$ cat src/rtl/inst_fetch_if.sv
// Fetch-stage bundle: PC-side inputs, imem SRAM-like read channel and decode-side outputs.
// master = fetch controller, slave = environment (PC register, imem, decode).
interface inst_fetch_if #(
   parameter int WIDTH = 32
);
   logic [WIDTH-1:0] pc_i;
   logic             flush;
   logic             ds_allowin;
   logic             inst_req;
   logic [WIDTH-1:0] inst_addr;
   logic             inst_addr_ok;
   logic             inst_data_ok;
   logic [WIDTH-1:0] inst_rdata;
   logic             fs_valid;
   logic [WIDTH-1:0] fs_pc;
   logic [WIDTH-1:0] fs_inst;
   logic             fs_adel;
   logic             pc_en;

   modport master (
      input  pc_i, flush, ds_allowin, inst_addr_ok, inst_data_ok, inst_rdata,
      output inst_req, inst_addr, fs_valid, fs_pc, fs_inst, fs_adel, pc_en
   );

   modport slave (
      output pc_i, flush, ds_allowin, inst_addr_ok, inst_data_ok, inst_rdata,
      input  inst_req, inst_addr, fs_valid, fs_pc, fs_inst, fs_adel, pc_en
   );
endinterface

$ cat src/rtl/inst_fetch_ctrl.sv
// Fetch-stage controller: one outstanding imem read per PC, single-entry buffer to decode,
// pc_en pulse on acceptance, in-flight responses discarded after a flush.
module inst_fetch_ctrl #(
   parameter int               WIDTH    = 32,
   parameter logic [WIDTH-1:0] RESET_PC = 32'hbfc00000
) (
   input logic          clk,
   input logic          rst,
   inst_fetch_if.master bus
);

   typedef enum logic [1:0] {S_IDLE, S_REQ, S_WAIT, S_HOLD} state_e;

   state_e           state_q, state_d;
   logic [WIDTH-1:0] addr_q, addr_d;
   logic             fresh_q, fresh_d;
   logic             discard_q, discard_d;
   logic             fs_valid_q, fs_valid_d;
   logic [WIDTH-1:0] fs_pc_q, fs_pc_d;
   logic [WIDTH-1:0] fs_inst_q, fs_inst_d;
   logic             fs_adel_q, fs_adel_d;
   logic             inst_req_c;
   logic             pc_en_c;
   logic             misalign;
   logic [WIDTH-1:0] req_addr;

   // pc_i is only valid for the new fetch in the first REQ cycle (the PC advances on the
   // pc_en edge), so that cycle drives pc_i directly and later cycles replay the latch.
   assign req_addr = fresh_q ? bus.pc_i : addr_q;
   assign misalign = fresh_q && (bus.pc_i[1:0] != 2'b00);

   always_comb begin
      state_d    = state_q;
      addr_d     = addr_q;
      discard_d  = discard_q;
      fs_pc_d    = fs_pc_q;
      fs_inst_d  = fs_inst_q;
      fs_adel_d  = fs_adel_q;
      inst_req_c = 1'b0;
      pc_en_c    = 1'b0;
      case (state_q)
         S_IDLE: state_d = S_REQ;
         S_REQ: begin
            if (fresh_q) addr_d = bus.pc_i;
            if (misalign) begin
               if (bus.flush) begin
                  state_d = S_IDLE;
               end else begin
                  fs_pc_d   = bus.pc_i;
                  fs_inst_d = '0;
                  fs_adel_d = 1'b1;
                  state_d   = S_HOLD;
               end
            end else begin
               inst_req_c = 1'b1;
               if (bus.flush) discard_d = 1'b1;
               if (bus.inst_addr_ok) state_d = S_WAIT;
            end
         end
         S_WAIT: begin
            if (bus.inst_data_ok) begin
               if (discard_q || bus.flush) begin
                  discard_d = 1'b0;
                  state_d   = S_IDLE;
               end else begin
                  fs_inst_d = bus.inst_rdata;
                  fs_pc_d   = addr_q;
                  fs_adel_d = 1'b0;
                  state_d   = S_HOLD;
               end
            end else if (bus.flush) begin
               discard_d = 1'b1;
            end
         end
         S_HOLD: begin
            if (bus.flush) begin
               state_d = S_IDLE;
            end else if (bus.ds_allowin) begin
               pc_en_c = 1'b1;
               state_d = S_REQ;
            end
         end
         default: state_d = S_IDLE;
      endcase
      fresh_d    = (state_d == S_REQ) && (state_q != S_REQ);
      fs_valid_d = (state_d == S_HOLD);
   end

   always_ff @(posedge clk or posedge rst) begin
      if (rst) begin
         state_q    <= S_IDLE;
         addr_q     <= '0;
         fresh_q    <= 1'b0;
         discard_q  <= 1'b0;
         fs_valid_q <= 1'b0;
         fs_pc_q    <= RESET_PC;
         fs_inst_q  <= '0;
         fs_adel_q  <= 1'b0;
      end else begin
         state_q    <= state_d;
         addr_q     <= addr_d;
         fresh_q    <= fresh_d;
         discard_q  <= discard_d;
         fs_valid_q <= fs_valid_d;
         fs_pc_q    <= fs_pc_d;
         fs_inst_q  <= fs_inst_d;
         fs_adel_q  <= fs_adel_d;
      end
   end

   assign bus.inst_req  = inst_req_c;
   assign bus.inst_addr = (state_q == S_REQ) ? req_addr : addr_q;
   assign bus.fs_valid  = fs_valid_q;
   assign bus.fs_pc     = fs_pc_q;
   assign bus.fs_inst   = fs_inst_q;
   assign bus.fs_adel   = fs_adel_q;
   assign bus.pc_en     = pc_en_c;

endmodule

$ cat src/flat_wrapper.sv
// flat-port wrapper written by rule: the top's interface ports become plain ports
module inst_fetch_ctrl_flat 
#(
   parameter int               WIDTH    = 32,
   parameter logic [WIDTH-1:0] RESET_PC = 32'hbfc00000
)
  (clk, rst, bus_pc_i, bus_flush, bus_ds_allowin, bus_inst_addr_ok, bus_inst_data_ok, bus_inst_rdata, bus_inst_req, bus_inst_addr, bus_fs_valid, bus_fs_pc, bus_fs_inst, bus_fs_adel, bus_pc_en);
  inst_fetch_if #(.WIDTH(WIDTH)) bus_i ();
  input logic clk;
  input logic rst;
  input wire logic [$bits(bus_i.pc_i)-1:0] bus_pc_i;
  input wire logic [$bits(bus_i.flush)-1:0] bus_flush;
  input wire logic [$bits(bus_i.ds_allowin)-1:0] bus_ds_allowin;
  input wire logic [$bits(bus_i.inst_addr_ok)-1:0] bus_inst_addr_ok;
  input wire logic [$bits(bus_i.inst_data_ok)-1:0] bus_inst_data_ok;
  input wire logic [$bits(bus_i.inst_rdata)-1:0] bus_inst_rdata;
  output wire logic [$bits(bus_i.inst_req)-1:0] bus_inst_req;
  output wire logic [$bits(bus_i.inst_addr)-1:0] bus_inst_addr;
  output wire logic [$bits(bus_i.fs_valid)-1:0] bus_fs_valid;
  output wire logic [$bits(bus_i.fs_pc)-1:0] bus_fs_pc;
  output wire logic [$bits(bus_i.fs_inst)-1:0] bus_fs_inst;
  output wire logic [$bits(bus_i.fs_adel)-1:0] bus_fs_adel;
  output wire logic [$bits(bus_i.pc_en)-1:0] bus_pc_en;
  assign bus_i.pc_i = bus_pc_i;
  assign bus_i.flush = bus_flush;
  assign bus_i.ds_allowin = bus_ds_allowin;
  assign bus_i.inst_addr_ok = bus_inst_addr_ok;
  assign bus_i.inst_data_ok = bus_inst_data_ok;
  assign bus_i.inst_rdata = bus_inst_rdata;
  assign bus_inst_req = bus_i.inst_req;
  assign bus_inst_addr = bus_i.inst_addr;
  assign bus_fs_valid = bus_i.fs_valid;
  assign bus_fs_pc = bus_i.fs_pc;
  assign bus_fs_inst = bus_i.fs_inst;
  assign bus_fs_adel = bus_i.fs_adel;
  assign bus_pc_en = bus_i.pc_en;
  inst_fetch_ctrl #(.WIDTH(WIDTH), .RESET_PC(RESET_PC)) u_core (.clk(clk), .rst(rst), .bus(bus_i));
endmodule
$ cat config.mk
export PLATFORM = sky130hd
export DESIGN_NAME = inst_fetch_ctrl_flat
export DESIGN_NICKNAME = d
export VERILOG_FILES = /design/src/rtl/inst_fetch_if.sv /design/src/rtl/inst_fetch_ctrl.sv /design/src/flat_wrapper.sv
export SDC_FILE = /design/constraint.sdc
export NUM_CORES = 1
export LEC_CHECK = 0
export BUFFER_PORTS_ARGS = -buffer_cell sky130_fd_sc_hd__buf_2
export CAP_MARGIN = 10
export CORE_ASPECT_RATIO = 2
export CORE_MARGIN = 1
export CORE_UTILIZATION = 35
export CTS_BUF_LIST = sky130_fd_sc_hd__clkbuf_8 sky130_fd_sc_hd__clkbuf_16
export CTS_CLUSTER_SIZE = 12
export DETAILED_ROUTE_END_ITERATION = 8
export PLACE_DENSITY = 0.71
export REMOVE_ABC_BUFFERS = 1
export SYNTH_ARGS = -nofsm -noshare
export SYNTH_HDL_FRONTEND = slang
export SYNTH_SLANG_ARGS = --single-unit
$ cat constraint.sdc
create_clock -name clk -period 3.4 [get_ports clk]
set_input_delay 0.34 -clock clk [delete_from_list [all_inputs] [get_ports clk]]
set_output_delay 0.34 -clock clk [all_outputs]
set_load 0.01 [all_outputs]
* After elaboration in Yosys (flattened, before gate mapping)
Index checks and enable logic that the tools add are counted.
** Word-level totals
- Bits in registers :: 102
- Latch bits :: 0
- Memory bits (writable) :: 0
- Memory bits (read-only) :: 0
- Input bits :: 70
- Word-level logic and storage cells :: 63
- Memories kept :: 0
** Operators by class
- Add/subtract/negate cells :: 0
- $mul :: 0
- Divide/modulo/power cells :: 0
- $lt $le $gt $ge :: 0
- Equality and inequality tests :: 12
- Shifts and indexed selects :: 0
- Multiplexer cells :: 35
- Bitwise logic cells :: 0
- Reductions and logical operators :: 8
** Operators with widths (count)
- 32-bit 2-to-1 mux :: 10
- 32-bit one-hot mux with 2 select lines :: 2
- 2-bit 2-to-1 mux :: 7
- 1-bit 2-to-1 mux :: 13
- 2-bit != test, second input constant :: 4
- 2-bit one-hot mux with 4 select lines :: 1
- 2-bit equality test, second input constant :: 3
- 5-bit AND reduction :: 1
- 2-bit by 1-bit equality test with 1-bit output, second input constant :: 2
- 2-bit by 1-bit != test with 1-bit output, second input constant :: 2
- 1-bit one-hot mux with 2 select lines :: 2
- 2-bit nonzero test :: 2
- 3-bit by 2-bit != test with 1-bit output, second input constant :: 1
- 3-bit AND reduction :: 1
- 1-bit logical AND :: 2
- 2-bit logical NOT :: 1
- 1-bit logical OR :: 1

* Depth between registers and ports, before layout
- Depth after elaboration :: 6
- Depth in mapped cells :: 9
- Depth with buffers taken out :: 6

* Least setup slack after synthesis
OpenSTA, ideal clock, no wires.
- Kind :: reg2out
- From :: reg u_core.state_q[1]
- To :: out bus_inst_addr[10]
- Arrival time :: 1.451 ns
- Setup slack :: 1.609 ns
- Stages on the path, launching flop included :: 6
- Path buffers :: 1
- Cells stage by stage :: dfrtp_1 inv_1 ha_1 nand2_1 buf_2 mux2_2
** On the way
- Word-level cells in the longest chain between the ends :: 2
** RTL lines
- start, declared :: line inst_fetch_ctrl.sv:14 : state_e state_q, state_d;
- start signal, assigned :: line inst_fetch_ctrl.sv:100 : state_q <= state_d;
- 2-bit by 1-bit equality test with 1-bit output :: line inst_fetch_ctrl.sv:112 : assign bus.inst_addr = (state_q == S_REQ) ? req_addr : addr_q;
- 32-bit 2-to-1 mux :: line inst_fetch_ctrl.sv:112
- end, declared :: line flat_wrapper.sv:18 : output wire logic [$bits(bus_i.inst_addr)-1:0] bus_inst_addr;
Every way passes these cells.

* Final worst setup path
- From :: reg u_core.state_q[1]
- To :: out bus_inst_addr[28]
The elaborated chain is that of the path after synthesis.

==> results.md <==
* Outcome: finished, final reports clean
* Post-route setup TNS at 0 ns
* Critical Path Start: u_core.state_q[1]
* Worst-Skew Late Latency at 0.34 ns
* Max-Cap Viols at 0
* Clock share of power at 21.0%
* DR WL/cell at 15.6 um
* Psw at between 0.0015 and 0.002 W
* Inst Count DP at between 600 and 700
* Flop pwr share at 40.4%
* Final hold violation count at 0
* DRC violations left at 0
* Total GRT Usage at 16.4%
* Die width at roughly 80 um
* Distinct cells, synth at 31
* CTS tree: built
* CTS resizes at 0
* Initial antenna violation count at 2
* Max-slew violations at 0
* CTS Buf Count at 9
* Sequence of cells on the critical path: inv_1 -> ha_1 -> nand2_1 -> buf_12 -> mux2_2 -> buf_2
* Pwr per Cell Area at between 800 and 900 nW/um2
* Finished Layout Cells at 637
* Post-route ant nets at 0
* Synth area leader: dfrtp_1
* Via-to-Cell Ratio at 4.96
* CP endpoint kind: output pin
* # Post-CTS Setup Buffers at 0
* Net Sw Frac at 35.2%
* Die Height at 157 um
* Hpwl dp at between 7000 and 8000 um
* Synth area leaders: dfrtp_1, mux2_2, mux2i_1, a22o_1, dfstp_2
* Hold_buf cts at 0
* Total die area at 12500 um2
* Clock sink count at 102
* Critical path depth at 6
* Fill cell count at 1081
* Area growth syn-to-layout at 30.0%
* DRT Pass-1 Iters at 4
* Vias in the first global route at roughly 3.3k
* Reg clk slew, reported paths at 0.07 ns
* Most used DFF post-synth: dfrtp_1
* Worst-Margin Slew at 0.604 ns
* FMAX at between 400 and 500 MHz
* Internal at 0.00306 W
* Post-Syn Area at 4220 um2
* Max incr delay on CP at between 0.4 and 0.5 ns
* Logic pwr share at about two fifths
* Io pins at 170
* Cell at the root of the clock tree: clkbuf_16
* Overflow after GRT at 0
* VDD IR max at 0.000322 V
* Req. time, crit path at between 3 and 4 ns
* YS warnings at 0
* I/O Buffers at about 170
* Seq/Total Area, Yosys at 60.7%
* Syn Inst Count at 321
* R2r startpoint: u_core.state_q[0]
* Worst path bufs/invs at 3
* Rel. slew slack at 59.7%
* DR iter-0 viols at approximately 130
* CTS Buffer Depth at 2
* Skew final at 0.0106 ns
* Largest net degree at the start of global routing at 66
* Core Rows at 56
* Crit share post-route at between 70% and 80%
* Worst Hold Class: input pin to asynchronous set/reset pin
* Total number of vias at roughly 3.2k
* Top delay family on crit path: buffers and inverters
* Worst R2R Path Depth at 7
* Final wirelength at approximately 10000 um
* Share of the synthesized area in the top cell type at 55.1%
* Max Fanout on Critical Path at 33
* Finished Core Util at between 40% and 50%
* Number of setup violations in the final report at 0
* Most frequent cells after synthesis: dfrtp_1, nor2_1, a21oi_1
* Leak Pwr at around 2.7 nW
* First-pass GRT wire length at 15600 um
* Worst setup path category: register to output pin
* Core box area at 11700 um2
* CTS H-tree depth at 3
* Routability Congestion at between 0.7 and 0.8
* Slowest cell on crit path: dfrtp_1
* Final net count at 560
* Unrepaired setup endpoints after global routing: no
* Critical Path AT at just over 2 ns
* Initial Util at 36.1%
* Synthesis-stage register bit count at 102
* Synth async-reset ratio at 100%
* Count leader, synth: dfrtp_1
* Min Tclk post-route at 2.38 ns
* Syn avg cell area at 13.1 um2
* Startpoint types: register
* Post-synth EDFFs at 0
* Fraction of layout cells with a size suffix above 1 at between 40% and 50%
==> flip-flops by register name (all words and copies together), names as in the netlist <==
signal and cells:
u_core.addr_q 32, u_core.bus.fs_adel 1, u_core.bus.fs_inst 32, u_core.bus.fs_pc 32, u_core.bus.fs_valid 1, u_core.discard_q 1, u_core.fresh_q 1, u_core.state_q 2
==> metrics by stage <==
step | hold slack, ns | setup slack (ns) | instance area, um2 | power (W)
global placement | 0.433 | 1.14 | 5190 | 0.00371
global route | 0.0971 | 0.824 | 5490 | 0.00506
floorplan | 0.437 | -0.965 | 4090 | 0.00302
finish | 0.0552 | 1.02 | 5490 | 0.00473
CTS | 0.0771 | 1.01 | 5480 | 0.00480
detailed placement | 0.447 | 1.04 | 5190 | 0.00379
==> logic make-up after synthesis <==
logic type	Yosys count	synth area share (%)
and+or+nand+nor	48	5.13
buffers and inverters	24	3.53
AOI/OAI and AO/OA	79	13.3
muxes	64	16.1
adders and majority gates	4	1.19
DFF	102	60.7
==> power groups by stage <==
stage / clock (W) / sequential [W] / combinational (W)
4_1_cts: 0.00104 / 0.00191 / 0.00185
3_5_place_dp: 0 / 0.00193 / 0.00185
6_report: 0.000995 / 0.00191 / 0.00182
2_1_floorplan: 0 / 0.00199 / 0.00103
3_3_place_gp: 0 / 0.00190 / 0.00180
5_1_grt: 0.00109 / 0.00197 / 0.00201
==> area by class of cell <==
type / count / area [um2] / share of cell area (%)
flip-flops and latches: 102 / 2560 / 46.7
multi-input cells: 195 / 1520 / 27.7
repair buffers: 174 / 908 / 16.6
clock buffers: 9 / 225 / 4.10
well taps: 145 / 181 / 3.31
clock inverters: 6 / 63.8 / 1.16
inverters: 4 / 17.5 / 0.319
diodes: 2 / 5.00 / 0.0912
==> cell usage in the layout, fill, tap and decap left out, types with 3 or more instances in the layout <==
cell,Yosys,routed
inv_1,4,4
a21oi_1,33,33
a22o_1,32,32
mux2i_1,32,32
nor2b_1,4,4
clkbuf_16,0,9
dfrtp_1,93,93
nor2_1,35,35
mux2_2,32,32
ha_1,4,3
buf_2,14,169
dfstp_2,9,9
buf_4,1,3
==> final timing paths <==
path / to / slack (ns)
min in group clk: u_core.bus.fs_inst[22] / 0.22
min: u_core.bus.fs_inst[10] / 0.06
max in group asynchronous: u_core.bus.fs_pc[28] / 2.57
max: bus_inst_addr[28] / 1.02
min reg2reg: u_core.bus.fs_inst[19] / 0.50
max reg2reg: u_core.bus.fs_pc[28] / 1.03
==> metal layers <==
| metal | wire (um) | GRT usage [%] | up-vias |
|---|---|---|---|
| met1 | 3620 | 16.5 | 1544 |
| met5 | 0 | 0 | - |
| met3 | 398 | 3.42 | 23 |
| met4 | 370 | 9.52 | 0 |
| met2 | 5570 | 30.4 | 108 |
| li1 | - | - | 1482 |
Power figures use the tool's default switching activity.
